**config.mk**
```make
export PLATFORM = sky130hd
export DESIGN_NAME = pipeline_hazard_ctrl
export DESIGN_NICKNAME = d
export VERILOG_FILES = /design/src/rtl/pipeline_hazard_ctrl.sv
export SDC_FILE = /design/constraint.sdc
export NUM_CORES = 1
export LEC_CHECK = 0
export CAP_MARGIN = 25
export CORE_MARGIN = 4
export CORE_UTILIZATION = 38
export CTS_CLUSTER_SIZE = 20
export DETAILED_ROUTE_END_ITERATION = 8
export GPL_ROUTABILITY_DRIVEN = 0
export HOLD_SLACK_MARGIN = 0.15
export PLACE_DENSITY = 0.77
export SYNTH_ARGS = -nofsm -noshare
export SYNTH_HDL_FRONTEND = slang
export SYNTH_SLANG_ARGS = --single-unit
```
**constraint.sdc**
```tcl
create_clock -name clk_i -period 2 [get_ports clk_i]
set_input_delay 0.4 -clock clk_i [delete_from_list [all_inputs] [get_ports clk_i]]
set_output_delay 0.4 -clock clk_i [all_outputs]
set_load 0.005 [all_outputs]
```
**src/rtl/pipeline_hazard_ctrl.sv**
```systemverilog
// -----------------------------------------------------------------------------
// pipeline_hazard_ctrl
//
// Central stall/flush sequencer for the 5-stage pipelined CPU. Turns load-use
// hazards, taken branches and multi-cycle data-memory waits into per-stage
// write-enable / bubble controls for PC, IF_ID, ID_EX, EX_MEM and MEM_WB.
// The pipeline only advances while start_i is high. Stall and flush
// performance counters are optional and saturate at their maximum value.
//
// Build option:
//   PIPE_PERF_CNT_EN  defined   -> saturating stall/flush counters present
//                     undefined -> no counters, stall_cnt_o = flush_cnt_o = 0
//
// Parameters:
//   CNT_W        width of the stall/flush performance counters
//   MEM_TIMEOUT  longest MEM_WAIT before the wait is abandoned (>= 2)
//
// Ports:
//   clk_i           rising-edge clock
//   rst_i           asynchronous reset, active low
//   start_i         run enable
//   idex_memread_i  ID_EX holds a load
//   idex_rd_i       ID_EX destination register
//   ifid_rs1_i      IF_ID source register 1
//   ifid_rs2_i      IF_ID source register 2
//   branch_taken_i  branch resolved taken in ID this cycle
//   mem_req_i       EX_MEM data-memory access in progress
//   mem_ack_i       data memory completes the access this cycle
//   pc_write_o      PC load enable
//   ifid_write_o    IF_ID load enable
//   ifid_flush_o    IF_ID clear to NOP
//   idex_bubble_o   ID_EX loads zeroed control
//   exmem_hold_o    EX_MEM holds its contents
//   memwb_bubble_o  MEM_WB loads RegWrite=0
//   state_o         0 IDLE, 1 RUN, 2 MEM_WAIT
//   timeout_o       sticky flag: a MEM_WAIT timed out (cleared by reset only)
//   stall_cnt_o     stall cycle count
//   flush_cnt_o     flush cycle count
// -----------------------------------------------------------------------------
module pipeline_hazard_ctrl #(
  parameter int CNT_W       = 16,
  parameter int MEM_TIMEOUT = 64
) (
  input  logic             clk_i,
  input  logic             rst_i,
  input  logic             start_i,
  input  logic             idex_memread_i,
  input  logic [4:0]       idex_rd_i,
  input  logic [4:0]       ifid_rs1_i,
  input  logic [4:0]       ifid_rs2_i,
  input  logic             branch_taken_i,
  input  logic             mem_req_i,
  input  logic             mem_ack_i,
  output logic             pc_write_o,
  output logic             ifid_write_o,
  output logic             ifid_flush_o,
  output logic             idex_bubble_o,
  output logic             exmem_hold_o,
  output logic             memwb_bubble_o,
  output logic [1:0]       state_o,
  output logic             timeout_o,
  output logic [CNT_W-1:0] stall_cnt_o,
  output logic [CNT_W-1:0] flush_cnt_o
);

  // The wait counter must be able to hold MEM_TIMEOUT-1.
  localparam int                WAIT_W     = $clog2(MEM_TIMEOUT + 1);
  localparam logic [WAIT_W-1:0] WAIT_FIRST = WAIT_W'(1);
  localparam logic [WAIT_W-1:0] WAIT_LAST  = WAIT_W'(MEM_TIMEOUT - 1);

  typedef enum logic [1:0] {
    ST_IDLE     = 2'd0,
    ST_RUN      = 2'd1,
    ST_MEM_WAIT = 2'd2
  } state_e;

  // Which RUN-state rule wins this cycle, highest priority first.
  typedef enum logic [1:0] {
    RC_MEM,
    RC_BRANCH,
    RC_HAZARD,
    RC_PASS
  } run_case_e;

  state_e            state_q, state_d;
  logic [WAIT_W-1:0] wait_cnt_q, wait_cnt_d;
  logic              timeout_q, timeout_d;

  logic      hazard;
  logic      mem_stall;
  run_case_e run_case;

  // ---------------------------------------------------------------------------
  // Hazard decode and RUN-state priority
  // ---------------------------------------------------------------------------
  always_comb begin
    hazard    = idex_memread_i && (idex_rd_i != 5'd0) &&
                ((idex_rd_i == ifid_rs1_i) || (idex_rd_i == ifid_rs2_i));
    mem_stall = mem_req_i && !mem_ack_i;

    // A branch flush discards the dependent instruction in IF_ID, so a
    // coincident load-use hazard needs no stall.
    if (mem_stall)           run_case = RC_MEM;
    else if (branch_taken_i) run_case = RC_BRANCH;
    else if (hazard)         run_case = RC_HAZARD;
    else                     run_case = RC_PASS;
  end

  // ---------------------------------------------------------------------------
  // State register
  // ---------------------------------------------------------------------------
  // NOTE: state flops use non-blocking assignments and the asynchronous reset
  // in the sensitivity list, so every flop samples the pre-edge value and a
  // reset assertion takes effect without waiting for a clock.
  always_ff @(posedge clk_i or negedge rst_i) begin
    if (!rst_i) begin
      state_q    <= ST_IDLE;
      wait_cnt_q <= '0;
      timeout_q  <= 1'b0;
    end else begin
      state_q    <= state_d;
      wait_cnt_q <= wait_cnt_d;
      timeout_q  <= timeout_d;
    end
  end

  // ---------------------------------------------------------------------------
  // Next-state logic
  // ---------------------------------------------------------------------------
  // NOTE: every signal written here gets a default first so no path leaves it
  // unassigned; otherwise synthesis would infer a latch.
  always_comb begin
    state_d    = state_q;
    wait_cnt_d = wait_cnt_q;
    timeout_d  = timeout_q;

    unique case (state_q)
      ST_IDLE: begin
        if (start_i) state_d = ST_RUN;
      end

      ST_RUN: begin
        if (run_case == RC_MEM) begin
          state_d    = ST_MEM_WAIT;
          wait_cnt_d = WAIT_FIRST;
        end else if (!start_i) begin
          state_d = ST_IDLE;
        end
      end

      // start_i is deliberately ignored until the wait resolves.
      ST_MEM_WAIT: begin
        if (mem_ack_i) begin
          state_d = ST_RUN;
        end else if (wait_cnt_q == WAIT_LAST) begin
          state_d   = ST_RUN;
          timeout_d = 1'b1;
        end else begin
          wait_cnt_d = wait_cnt_q + WAIT_W'(1);
        end
      end

      default: state_d = ST_IDLE;
    endcase
  end

  // ---------------------------------------------------------------------------
  // Output logic
  // ---------------------------------------------------------------------------
  always_comb begin
    pc_write_o     = 1'b0;
    ifid_write_o   = 1'b0;
    ifid_flush_o   = 1'b0;
    idex_bubble_o  = 1'b0;
    exmem_hold_o   = 1'b0;
    memwb_bubble_o = 1'b0;

    unique case (state_q)
      // Idle keeps injecting bubbles so nothing half-decoded can retire.
      ST_IDLE: idex_bubble_o = 1'b1;

      ST_RUN: begin
        unique case (run_case)
          RC_MEM: begin
            exmem_hold_o   = 1'b1;
            memwb_bubble_o = 1'b1;
          end
          RC_BRANCH: begin
            pc_write_o   = 1'b1;
            ifid_write_o = 1'b1;
            ifid_flush_o = 1'b1;
          end
          RC_HAZARD: idex_bubble_o = 1'b1;
          RC_PASS: begin
            pc_write_o   = 1'b1;
            ifid_write_o = 1'b1;
          end
          default: ;
        endcase
      end

      // Frozen exactly like the cycle that entered the wait, including the
      // cycle on which the acknowledge arrives.
      ST_MEM_WAIT: begin
        exmem_hold_o   = 1'b1;
        memwb_bubble_o = 1'b1;
      end

      default: idex_bubble_o = 1'b1;
    endcase
  end

  assign state_o   = state_q;
  assign timeout_o = timeout_q;

  // ---------------------------------------------------------------------------
  // Optional saturating performance counters
  // ---------------------------------------------------------------------------
`ifdef PIPE_PERF_CNT_EN
  logic [CNT_W-1:0] stall_cnt_q, stall_cnt_d;
  logic [CNT_W-1:0] flush_cnt_q, flush_cnt_d;
  logic             stall_inc;
  logic             flush_inc;

  always_comb begin
    stall_inc = (state_q == ST_MEM_WAIT) ||
                ((state_q == ST_RUN) && (run_case == RC_HAZARD));
    flush_inc = (state_q == ST_RUN) && (run_case == RC_BRANCH);

    stall_cnt_d = stall_cnt_q;
    flush_cnt_d = flush_cnt_q;
    if (stall_inc && (stall_cnt_q != '1)) stall_cnt_d = stall_cnt_q + CNT_W'(1);
    if (flush_inc && (flush_cnt_q != '1)) flush_cnt_d = flush_cnt_q + CNT_W'(1);
  end

  always_ff @(posedge clk_i or negedge rst_i) begin
    if (!rst_i) begin
      stall_cnt_q <= '0;
      flush_cnt_q <= '0;
    end else begin
      stall_cnt_q <= stall_cnt_d;
      flush_cnt_q <= flush_cnt_d;
    end
  end

  assign stall_cnt_o = stall_cnt_q;
  assign flush_cnt_o = flush_cnt_q;
`else
  assign stall_cnt_o = '0;
  assign flush_cnt_o = '0;
`endif

endmodule

```
==> impl_results.md, run 1 <==
* Status: finished clean
* Via density at 4.58
* Crit start category: flop
* Crit-path cells: buf_4 > inv_2 > ha_1 > nor2b_1 > dlygate4sd2_1
* Final Power at 1.23 mW
* RSZ-0062 raised after global routing: yes
* CP peak stage delay at 0.41 ns
* Layout Cells excl Fill at 206
* Vias in the first global route at 907
* Clk Latency, worst-skew pair at 0.27 ns
* Fraction of layout cells with a size suffix above 1 at 26.3%
* DRC at 0
* Num rows at 19
* Antenna diodes at 0
* Most frequent cells in the layout: conb_1 (32), buf_4 (18), dlygate4sd2_1 (14)
* Bufs on Longest Clock Path at 2
* Final Max Slew Viols at 0
* Max-Cap Viols at 0
* Drt total wl at 2510 um
* GRT Total Usage at 13.4%
* Initial DRT Pass Iterations at 4
* # setup viols final at 0
* Remaining Overflow, GRT at 0
* Syn avg cell area at 8.54 um^2
* CP Buf/Inv Count at 3
* Most common cell after layout, fill and taps aside: conb_1
* DR WL/cell at 12.2 um
* Distinct cells, synth at 37
* Die area at 0.00377 mm^2
* H-tree depth at 1
* Maximum vdd drop at 0.807 mV
* Register area share after synthesis at 23.1%
* Via count at 944
* Die Y at 61.4 um
* Die width at 61.4 um
* Dpl hpwl at 2100 um
* IO Count at 63
* Area Growth Syn to Fin at 37.0%
* CP max stage cell: dfrtp_1
* Final Hold Vio Count at 0
* Std-Cell Core Area at 0.00273 mm^2
* Filler instances at 259
* Post-synth top area share at 23.5%
* Crit path max-delay family: buffers and inverters
* Leakage power at 0.760 nW
* Worst-path clk slew at 0.07 ns
* Worst Clk Skew at 0.00913 ns
* Setup Crit Path Kind: reg2out
* Synth Register Bits at 10
* Cells after Synth at 127
* Initial antenna violation count at 0
* Clock tree root buffer cell: clkbuf_4
* Largest net degree at the start of global routing at 11
* Worst path required time at 1.60 ns
* CTS Buf Count at 3
* Synth warn at 0
* Cell taking the most area after synthesis: buf_4
* Critical path capture point type: primary output
* Period minus WS final at 1.93 ns
* Synth area leaders: buf_4 (24%), dfrtp_1 (23%), xor2_1 (8.1%)
* Global-route wire length before repair at 3740 um
* Cell Pwr Density at 828 mW/mm^2
* Final nets at 204
* Crit-path max FO at 3
* Peak Freq at 0.519 GHz
* Routed Antenna Nets at 0
* Post-CTS Hold Fix Bufs at 0
* Final period util at 96.4%
* Worst hold path type: in2async
* Worst EP arrival at 1.53 ns
* Initial Util at 39.7%
* Post-synthesis cell area at 0.00108 mm^2
* CTS tree: built
* DP Cell Count at 201
* Iteration-0 DRC Markers at 10
* Clock Sinks at 10
* PortBufs at 30
cell type report:
class                           count  area (um^2)  share of cell area (%)
Clock buffer                        3         22.5                    1.52
Multi-Input combinational cell    108          752                    50.6
Tap cell                           31         38.8                    2.61
Timing Repair Buffer               49          404                    27.2
Inverter                            5         18.8                    1.26
Sequential cell                    10          250                    16.8
state kept, by name (all words and copies together) (netlist names):
register and count:
state_o 2, timeout_o 1, wait_cnt_q 7
layer usage:
layer  up-vias  track usage, %  wire (um)
met1       435            13.4        856
li1        463               -          -
met4         0            6.67         53
met2        39            25.1       1340
met3         7            3.77        260
met5         -               0          0
final timing paths:
| check | start | end | slack, ns | cells after the start |
|---|---|---|---|---|
| min in group clk_i | timeout_o | timeout_o | 0.47 | 2 |
| hold / removal | rst_i | wait_cnt_q[3] | 0.45 | 1 |
| setup / recovery | state_o[0] | memwb_bubble_o | 0.07 | 5 |
| setup reg to reg | state_o[0] | wait_cnt_q[4] | 0.17 | 8 |
| hold reg to reg | timeout_o | timeout_o | 0.47 | 2 |
| max in group asynchronous | rst_i | wait_cnt_q[2] | 1.22 | 1 |
cell usage after synthesis:
library cell and instances:
clkbuf_1 1, o211ai_1 1, o31ai_1 2, o2111ai_1 1, nand3_2 1, nand3_1 1, clkinv_1 1, nor3_1 3
conb_1 1, o21bai_1 1, or3_1 2, dfrtp_1 10, o31a_1 2, a22o_1 1, a21oi_1 2, a22oi_1 1
a21boi_1 1, a211oi_1 1, or4_1 1, or2_1 1, nor4_1 2, a211o_1 1, inv_2 1, ha_1 5
inv_1 3, nand2_1 6, mux2i_1 6, nor2_1 5, o21a_1 1, o22ai_1 1, o21ai_1 2, nor2b_1 5
and3_1 2, buf_4 34, nand2b_1 7, mux2_4 1, xor2_1 10
power breakdown:
group / internal, mW / total (mW) / leakage, nW / switching, mW
logic: 0.421 / 0.798 / 0.619 / 0.377
registers: 0.249 / 0.297 / 0.126 / 0.0476
clock network: 0.0694 / 0.136 / 0.0138 / 0.0668
total: 0.739 / 1.23 / 0.760 / 0.491
kinds of logic (layout without fill, tap and decap cells):
logic type               count (synthesis)  after routing  share of synthesized area (%)
other                                    1             32                          0.346
adder cells (fa/ha/maj)                  5              5                           5.77
AO/OA/AOI/OAI                           18             18                           12.0
multiplexers                             7              7                           6.92
buffers and inverters                   40             57                           25.6
XOR/XNOR                                10             10                           8.07
AND/OR/NAND/NOR                         36             36                           18.2
flip-flops                              10             10                           23.1
metrics by stage:
step | TNS [ns] | instance area, um^2 | worst slack (ns) | hold WS (ns) | util (%)
2_1_floorplan | 0 | 1200 | 0.230 | 0.104 | -
3_3_place_gp | -3.07 | 1410 | -0.593 | 0.466 | 51.5
3_5_place_dp | -3.13 | 1410 | -0.597 | 0.464 | 51.5
4_1_cts | -0.000338 | 1430 | -0.000338 | 0.460 | 52.4
5_1_grt | -0.0351 | 1490 | -0.00806 | 0.464 | 54.4
6_report | 0 | 1490 | 0.0722 | 0.451 | 54.4
worst reg2reg max path, delay by kind of cell (launching register included):
family	cells	cell delay [ns]
fa+ha+maj	1	0.17
simple gates	3	0.64
buf+inv	3	0.33
mux	1	0.22
flops	1	0.40
timing repair:
item                       in CTS  in global routing
pin swaps                       9                 10
setup endpoints to repair       6                 10
buffers inserted                1                  1
resized for setup              47                 14
(Power assumes the default switching activity.)
==> run 2: changes to the inputs <==
--- a/config.mk
+++ b/config.mk
@@ -13,6 +13,7 @@
 export GPL_ROUTABILITY_DRIVEN = 0
 export HOLD_SLACK_MARGIN = 0.15
 export PLACE_DENSITY = 0.77
+export REMOVE_ABC_BUFFERS = 1
 export SYNTH_ARGS = -nofsm -noshare
 export SYNTH_HDL_FRONTEND = slang
 export SYNTH_SLANG_ARGS = --single-unit
==> run 2 against run 1 <==
Sequential power up 1%; maximum frequency down 1.3%; cell area down 1.9%; global-route usage up 2.4 points; critical path type is now in2out; non-clock buffer count down 2; critical path depth up 1; clock power about the same; die area unchanged; via count up 0.32%.
==> impl_results.md, run 2 (synthesis results as in run 1) <==
* Global-route wire length before repair at 4440 um (+19%)
* Final nets at 202 (-0.98%)
* DRC at 0 (unchanged)
* H-tree depth at 1 (unchanged)
* CTS tree: built
* Met3 WL post-DR at 164 um (-37%)
* Internal reg-to-reg setup slack at 0.13 ns (-0.04 ns)
* Worst hold path type: in2async
* Initial DRT Pass Iterations at 6 (+2)
* Largest register FFs at 7 (unchanged)
* Area Growth Syn to Fin at 34.5%
* R2R depth at 6 (-2)
* Num rows at 19 (unchanged)
* Drt total wl at 2710 um (+8.1%)
* Final Power at 1.24 mW (+0.80%)
* R2r startpoint: state_o[0]
* Placed standard-cell area at 0.00140 mm^2 (-0.53%)
* Worst reg2reg endpoint: state_o[1]
* Max-Cap Viols at 0 (unchanged)
* Initial antenna violation count at 0 (unchanged)
* DP Worst Slack at -0.645 ns (-0.0481 ns)
* Via count at 947 (+0.32%)
* Filler instances at 251 (-3.1%)
* # setup viols final at 0 (unchanged)
* Clk Latency, worst-skew pair at 0.27 ns (about the same)
* Die width at 61.4 um (unchanged)
* DP Cell Count at 200 (-0.50%)
* IO Count at 63 (unchanged)
* Final worst setup slack at 0.0466 ns (-0.0257 ns)
* Routed length on met1 at 988 um (+15%)
* Clock tree root buffer cell: clkbuf_4
* Leakage power at 0.764 nW (+0.60%)
* Period minus WS final at 1.95 ns (+0.0257 ns)
* Final Max Slew Viols at 0 (unchanged)
* Worst path required time at 1.60 ns (about the same)
* Final Hold Vio Count at 0 (unchanged)
* Most common cell after layout, fill and taps aside: conb_1
* Finished Core Util at 53.4% (-1.0 points)
* Largest net degree at the start of global routing at 11 (unchanged)
* Crit-path max FO at 2 (-1)
* Fraction of layout cells with a size suffix above 1 at 25.4% (-0.85 points)
* Remaining Overflow, GRT at 0 (unchanged)
* Critical path capture point type: primary output
* Routed Antenna Nets at 0 (unchanged)
* Maximum vdd drop at 0.622 mV (-23%)
* Worst-path clk slew at 0.06 ns (about the same)
* Clock Sinks at 10 (unchanged)
* Layout Cells excl Fill at 204 (-0.97%)
* Cell Pwr Density at 850 mW/mm^2 (+2.7%)
* Bufs on Longest Clock Path at 2 (unchanged)
* Peak Freq at 0.512 GHz (-1.3%)
* Initial Util at 39.7% (unchanged)
* Worst EP arrival at 1.55 ns (+0.02 ns)
* Met2 WL at 1550 um (+16%)
* Antenna diodes at 0 (unchanged)
* Vias in the first global route at 964 (+6.3%)
* Biggest register: wait_cnt_q
* Post-CTS Hold Fix Bufs at 0 (unchanged)
* Iteration-0 DRC Markers at 20 (+10)
* Final period util at 97.7% (+1.3 points)
* DR top layer: met4
* DR WL/cell at 13.3 um (+9.1%)
* GRT Total Usage at 15.8% (+2.4 points)
* Crit start category: input port
* Worst Clk Skew at 0.00271 ns (-0.00642 ns)
* Dpl hpwl at 2140 um (+2.2%)
* Die area at 0.00377 mm^2 (unchanged)
* Die Y at 61.4 um (unchanged)
* Design area at 0.00146 mm^2 (-1.9%)
* Setup Crit Path Kind: in2out
* Std-Cell Core Area at 0.00273 mm^2 (unchanged)
* PortBufs at 30 (unchanged)
* Status: finished clean
* Most frequent cells in the layout: conb_1 (32), buf_4 (17), xor2_1 (10), dlygate4sd2_1 (10), dfrtp_1 (10)
* Via density at 4.64 (+1.3%)
* CTS Buf Count at 3 (unchanged)
* RSZ-0062 raised after global routing: yes
-- run 2: cell types whose count changed in the layout (fill, tap and decap cells not counted), moves of 2 or more --
cell	delta
clkbuf_2	+4
dlygate4sd2_1	-4
buf_2	-3
dlymetal6s2s_1	+2
-- run 2: routing by layer --
metal  vias up  track usage (%)
met3         2             4.40
met5         -                0
met2        35             30.5
met1       453             17.2
li1        457                -
met4         0             2.73
-- run 2: report_power, final --
| part | leakage (nW) | switching (mW) | internal, mW |
|---|---|---|---|
| clock | 0.0138 | 0.0677 | 0.0695 |
| sequential | 0.126 | 0.0517 | 0.249 |
| combinational | 0.624 | 0.373 | 0.430 |
| total | 0.764 | 0.492 | 0.748 |
-- run 2: worst max path at each step --
| stage | slack, ns | endpoint | startpoint |
|---|---|---|---|
| after global routing | -0.004 | idex_bubble_o | state_o[1] |
| after CTS | -0.05 | pc_write_o | idex_rd_i[4] |
| after global placement | -0.59 | pc_write_o | idex_rd_i[2] |
| final | 0.05 | ifid_write_o | ifid_rs2_i[3] |
| after floorplan | 0.23 | state_o[1] | state_o[0] |
| after detailed placement | -0.64 | pc_write_o | idex_rd_i[2] |
-- run 2: per-stage QoR --
| step | TNS [ns] | hold WS [ns] |
|---|---|---|
| floorplan | 0 | 0.104 |
| global placement | -3.11 | 0.450 |
| detailed placement | -3.27 | 0.468 |
| CTS | -0.0527 | 0.480 |
| global route | -0.00431 | 0.494 |
| finish | 0 | 0.455 |
-- run 2: timing repair --
action                     CTS  global route
buffers inserted             0             1
gates resized for setup     38            19
setup endpoints to repair    6             6
pin swaps                    7            11
-- run 2: cell type report --
class	instances	area (um^2)	share of cell area (%)
Clock buffer	3	22.5	1.54
Inverter	5	18.8	1.29
Multi-Input combinational cell	108	737	50.5
Sequential cell	10	250	17.2
Tap cell	31	38.8	2.66
Timing Repair Buffer	47	392	26.8
-- run 2: critical path, cell delays in order --
cell             delay [ns]
clkdlybuf4s50_1        0.41
xor2_1                 0.14
nor2_1                 0.11
a22oi_2                0.07
o31a_1                 0.29
buf_2                  0.13
==> run 3: changes to the inputs <==
--- a/config.mk
+++ b/config.mk
@@ -5,9 +5,10 @@
 export SDC_FILE = /design/constraint.sdc
 export NUM_CORES = 1
 export LEC_CHECK = 0
+export ABC_AREA = 1
 export CAP_MARGIN = 25
 export CORE_MARGIN = 4
-export CORE_UTILIZATION = 38
+export CORE_UTILIZATION = 39
 export CTS_CLUSTER_SIZE = 20
 export DETAILED_ROUTE_END_ITERATION = 8
 export GPL_ROUTABILITY_DRIVEN = 0
==> run 3 against run 2 <==
Critical path depth increased by 4; clock power is 36% higher; non-clock buffer count is 9 lower; highest routed layer unchanged.
==> impl_results.md, run 3 <==
* Met3 global-route usage at 2.88% (-1.5 points)
* Most used DFF post-synth: dfrtp_1
* Adder-cell share of the synthesized area at 5.34% (-0.43 points)
* Final Max Slew Viols at 0 (unchanged)
* Period minus WS final at 1.94 ns (-0.0180 ns)
* Post-synthesis cell area at 0.00117 mm^2 (+8.1%)
* Most common cell after layout, fill and taps aside: nand2_1
* Register area share after synthesis at 21.3% (-1.7 points)
* Crit-path max FO at 2 (unchanged)
* Final worst setup slack at 0.0645 ns (+0.0180 ns)
* Largest register FFs at 7 (unchanged)
* DR WL/cell at 9.92 um (-25%)
* Design area at 0.00147 mm^2 (+0.43%)
* Std-Cell Core Area at 0.00281 mm^2 (+2.6%)
* Area share of xor/xnor cells in the synthesized design at 1.49% (-6.6 points)
* FFs w/ async S/R, synth at 100% (unchanged)
* Final nets at 238 (+18%)
* Die width at 62.8 um (+2.3%)
* Synth Register Bits at 10 (unchanged)
* Post-CTS Hold Fix Bufs at 0 (unchanged)
* Synth warn at 0 (unchanged)
* Cells after Synth at 172 (+35%)
* Setup TNS at 0 ns (unchanged)
* Iteration-0 DRC Markers at 30 (+50%)
* R2r startpoint: state_o[1]
* Critical path capture point type: primary output
* Cell taking the most area after synthesis: buf_4
* Clk Latency, worst-skew pair at 0.27 ns (about the same)
* Number of synthesized flops with an enable pin at 0 (unchanged)
* # setup viols final at 0 (unchanged)
* Die Y at 62.8 um (+2.3%)
* Commonest cells post-synth: nand2_1 (39), buf_4 (35), inv_1 (24)
* Most frequent cells in the layout: nand2_1 (38), conb_1 (32), inv_1 (23)
* Placed standard-cell area at 0.00142 mm^2 (+1.2%)
* Initial antenna violation count at 0 (unchanged)
* Initial DRT Pass Iterations at 4 (-2)
* Met1 Track Usage GR at 15.6% (-1.6 points)
* Final Hold Vio Count at 0 (unchanged)
* Area Growth Syn to Fin at 25.0%
* Maximum vdd drop at 0.469 mV (-25%)
* Peak Freq at 0.517 GHz (+0.93%)
* H-tree depth at 1 (unchanged)
* Bufs on Longest Clock Path at 2 (unchanged)
* Layout Cells excl Fill at 241 (+18%)
* Syn avg cell area at 6.82 um^2 (-20%)
* Setup Crit Path Kind: in2out
* Finished Core Util at 52.2% (-1.1 points)
* DP Worst Slack at -0.433 ns (+0.212 ns)
* Area share of and/or/nand/nor cells after synthesis at 31.2% (+13 points)
* Remaining Overflow, GRT at 0 (unchanged)
* Dpl hpwl at 2050 um (-4.2%)
* Main combinational cell family by area after synthesis: buffers and inverters
* DP Cell Count at 236 (+18%)
* Vias in the first global route at 951 (-1.3%)
* Worst path required time at 1.60 ns (about the same)
* Crit start category: input port
* Met2 usage at 21.0% (-9.5 points)
* Routed Antenna Nets at 0 (unchanged)
* IO Count at 63 (unchanged)
* Initial Util at 41.8% (+2.1 points)
* Via density at 4.21 (-9.4%)
* Top-count cell post-synth: nand2_1
* R2R depth at 10 (+4)
* Compound-Gate Fraction of Synth Area at 9.07% (-2.9 points)
* Distinct cells, synth at 27 (-27%)
* Hold Worst Slack at 0.448 ns (-0.00732 ns)
* GRT Total Usage at 12.4% (-3.4 points)
* Final period util at 96.8% (-0.90 points)
* Clock Sinks at 10 (unchanged)
* Biggest register: wait_cnt_q
* Crit path launch: ifid_rs1_i[2]
* Via count at 1014 (+7.1%)
* Max-Cap Viols at 0 (unchanged)
* Synth area leaders: buf_4 (22%), dfrtp_1 (21%), nand2_1 (12%)
* Mux share of post-synthesis cell area at 0% (-6.9 points)
* Num rows at 19 (unchanged)
* Status: finished clean
* Worst-path clk slew at 0.07 ns (about the same)
* Global-route wire length before repair at 4040 um (-9.2%)
* CTS tree: built
* Antenna diodes at 0 (unchanged)
* CTS Buf Count at 3 (unchanged)
* Post-synth top area share at 22.4% (-1.1 points)
* DRC at 0 (unchanged)
* Worst EP arrival at 1.54 ns (about the same)
* Worst Clk Skew at 0.00337 ns (+0.000656 ns)
* Cell Pwr Density at 759 mW/mm^2 (-11%)
* Final Power at 1.11 mW (-10%)
* Largest net degree at the start of global routing at 11 (unchanged)
* GR peak layer: met2
* Fraction of layout cells with a size suffix above 1 at 19.0% (-6.4 points)
* Die area at 0.00395 mm^2 (+4.6%)
* PortBufs at 30 (unchanged)
* Leakage power at 0.826 nW (+8.1%)
* RSZ-0062 raised after global routing: yes
* Drt total wl at 2390 um (-12%)
* Clock tree root buffer cell: clkbuf_4
* Worst hold path type: in2async
-- run 3: changes by cell type in the layout (fill, tap and decap cells not counted), sizes merged, moves of 5 or more --
cell,change
buf,-11
clkdlybuf4s50,+7
inv,+23
mux2i,-6
nand2,+37
nand2b,-7
nand3,+10
nor2,+8
nor2b,-5
o21ai,+9
xor2,-10
-- run 3: worst paths after layout --
kind / endpoint / slack, ns
worst max-delay path: idex_bubble_o / 0.06
worst min-delay path: wait_cnt_q[3] / 0.45
worst max register to register: wait_cnt_q[5] / 0.46
worst min register to register: timeout_o / 0.48
max in group asynchronous: wait_cnt_q[4] / 1.23
min in group clk_i: timeout_o / 0.48
-- run 3: logic make-up after synthesis --
kind of cell / Yosys count
compound gates: 17
xor+xnor: 2
fa+ha+maj: 5
buf+inv: 62
flops: 10
other cells: 1
simple gates: 75
-- run 3: power by group --
part           internal [mW]  switching, mW  leakage [nW]  total, mW
clock network          0.111         0.0765        0.0210      0.187
registers              0.238         0.0333         0.132      0.271
logic                  0.299          0.355         0.673      0.654
-- run 3: worst max-delay path: stages --
cell,delay (ns)
clkdlybuf4s50_1,0.47
inv_1,0.04
nand2_1,0.05
nand2_1,0.06
nor2_2,0.10
nand3_2,0.09
nand2_2,0.08
nand3_1,0.08
nand2_1,0.06
buf_2,0.11
-- run 3: timing repair --
action / CTS / global route
gates resized for setup: 26 / 6
endpoints found under the setup margin: 6 / 3
pin swaps: 5 / 1
setup buffers: 1 / 0
-- run 3: cell type report --
class                           instances  area, um^2
Timing Repair Buffer                   38         334
Fill cell                             278        1340
Tap cell                               31        38.8
Clock buffer                            4        36.3
Sequential cell                        10         250
Inverter                               27         104
Multi-Input combinational cell        131         702
-- run 3: routing by layer --
metal	routed length, um	vias to the layer above
li1	-	539
met1	1060	433
met2	1150	40
met3	162	2
met4	10	0
met5	0	-
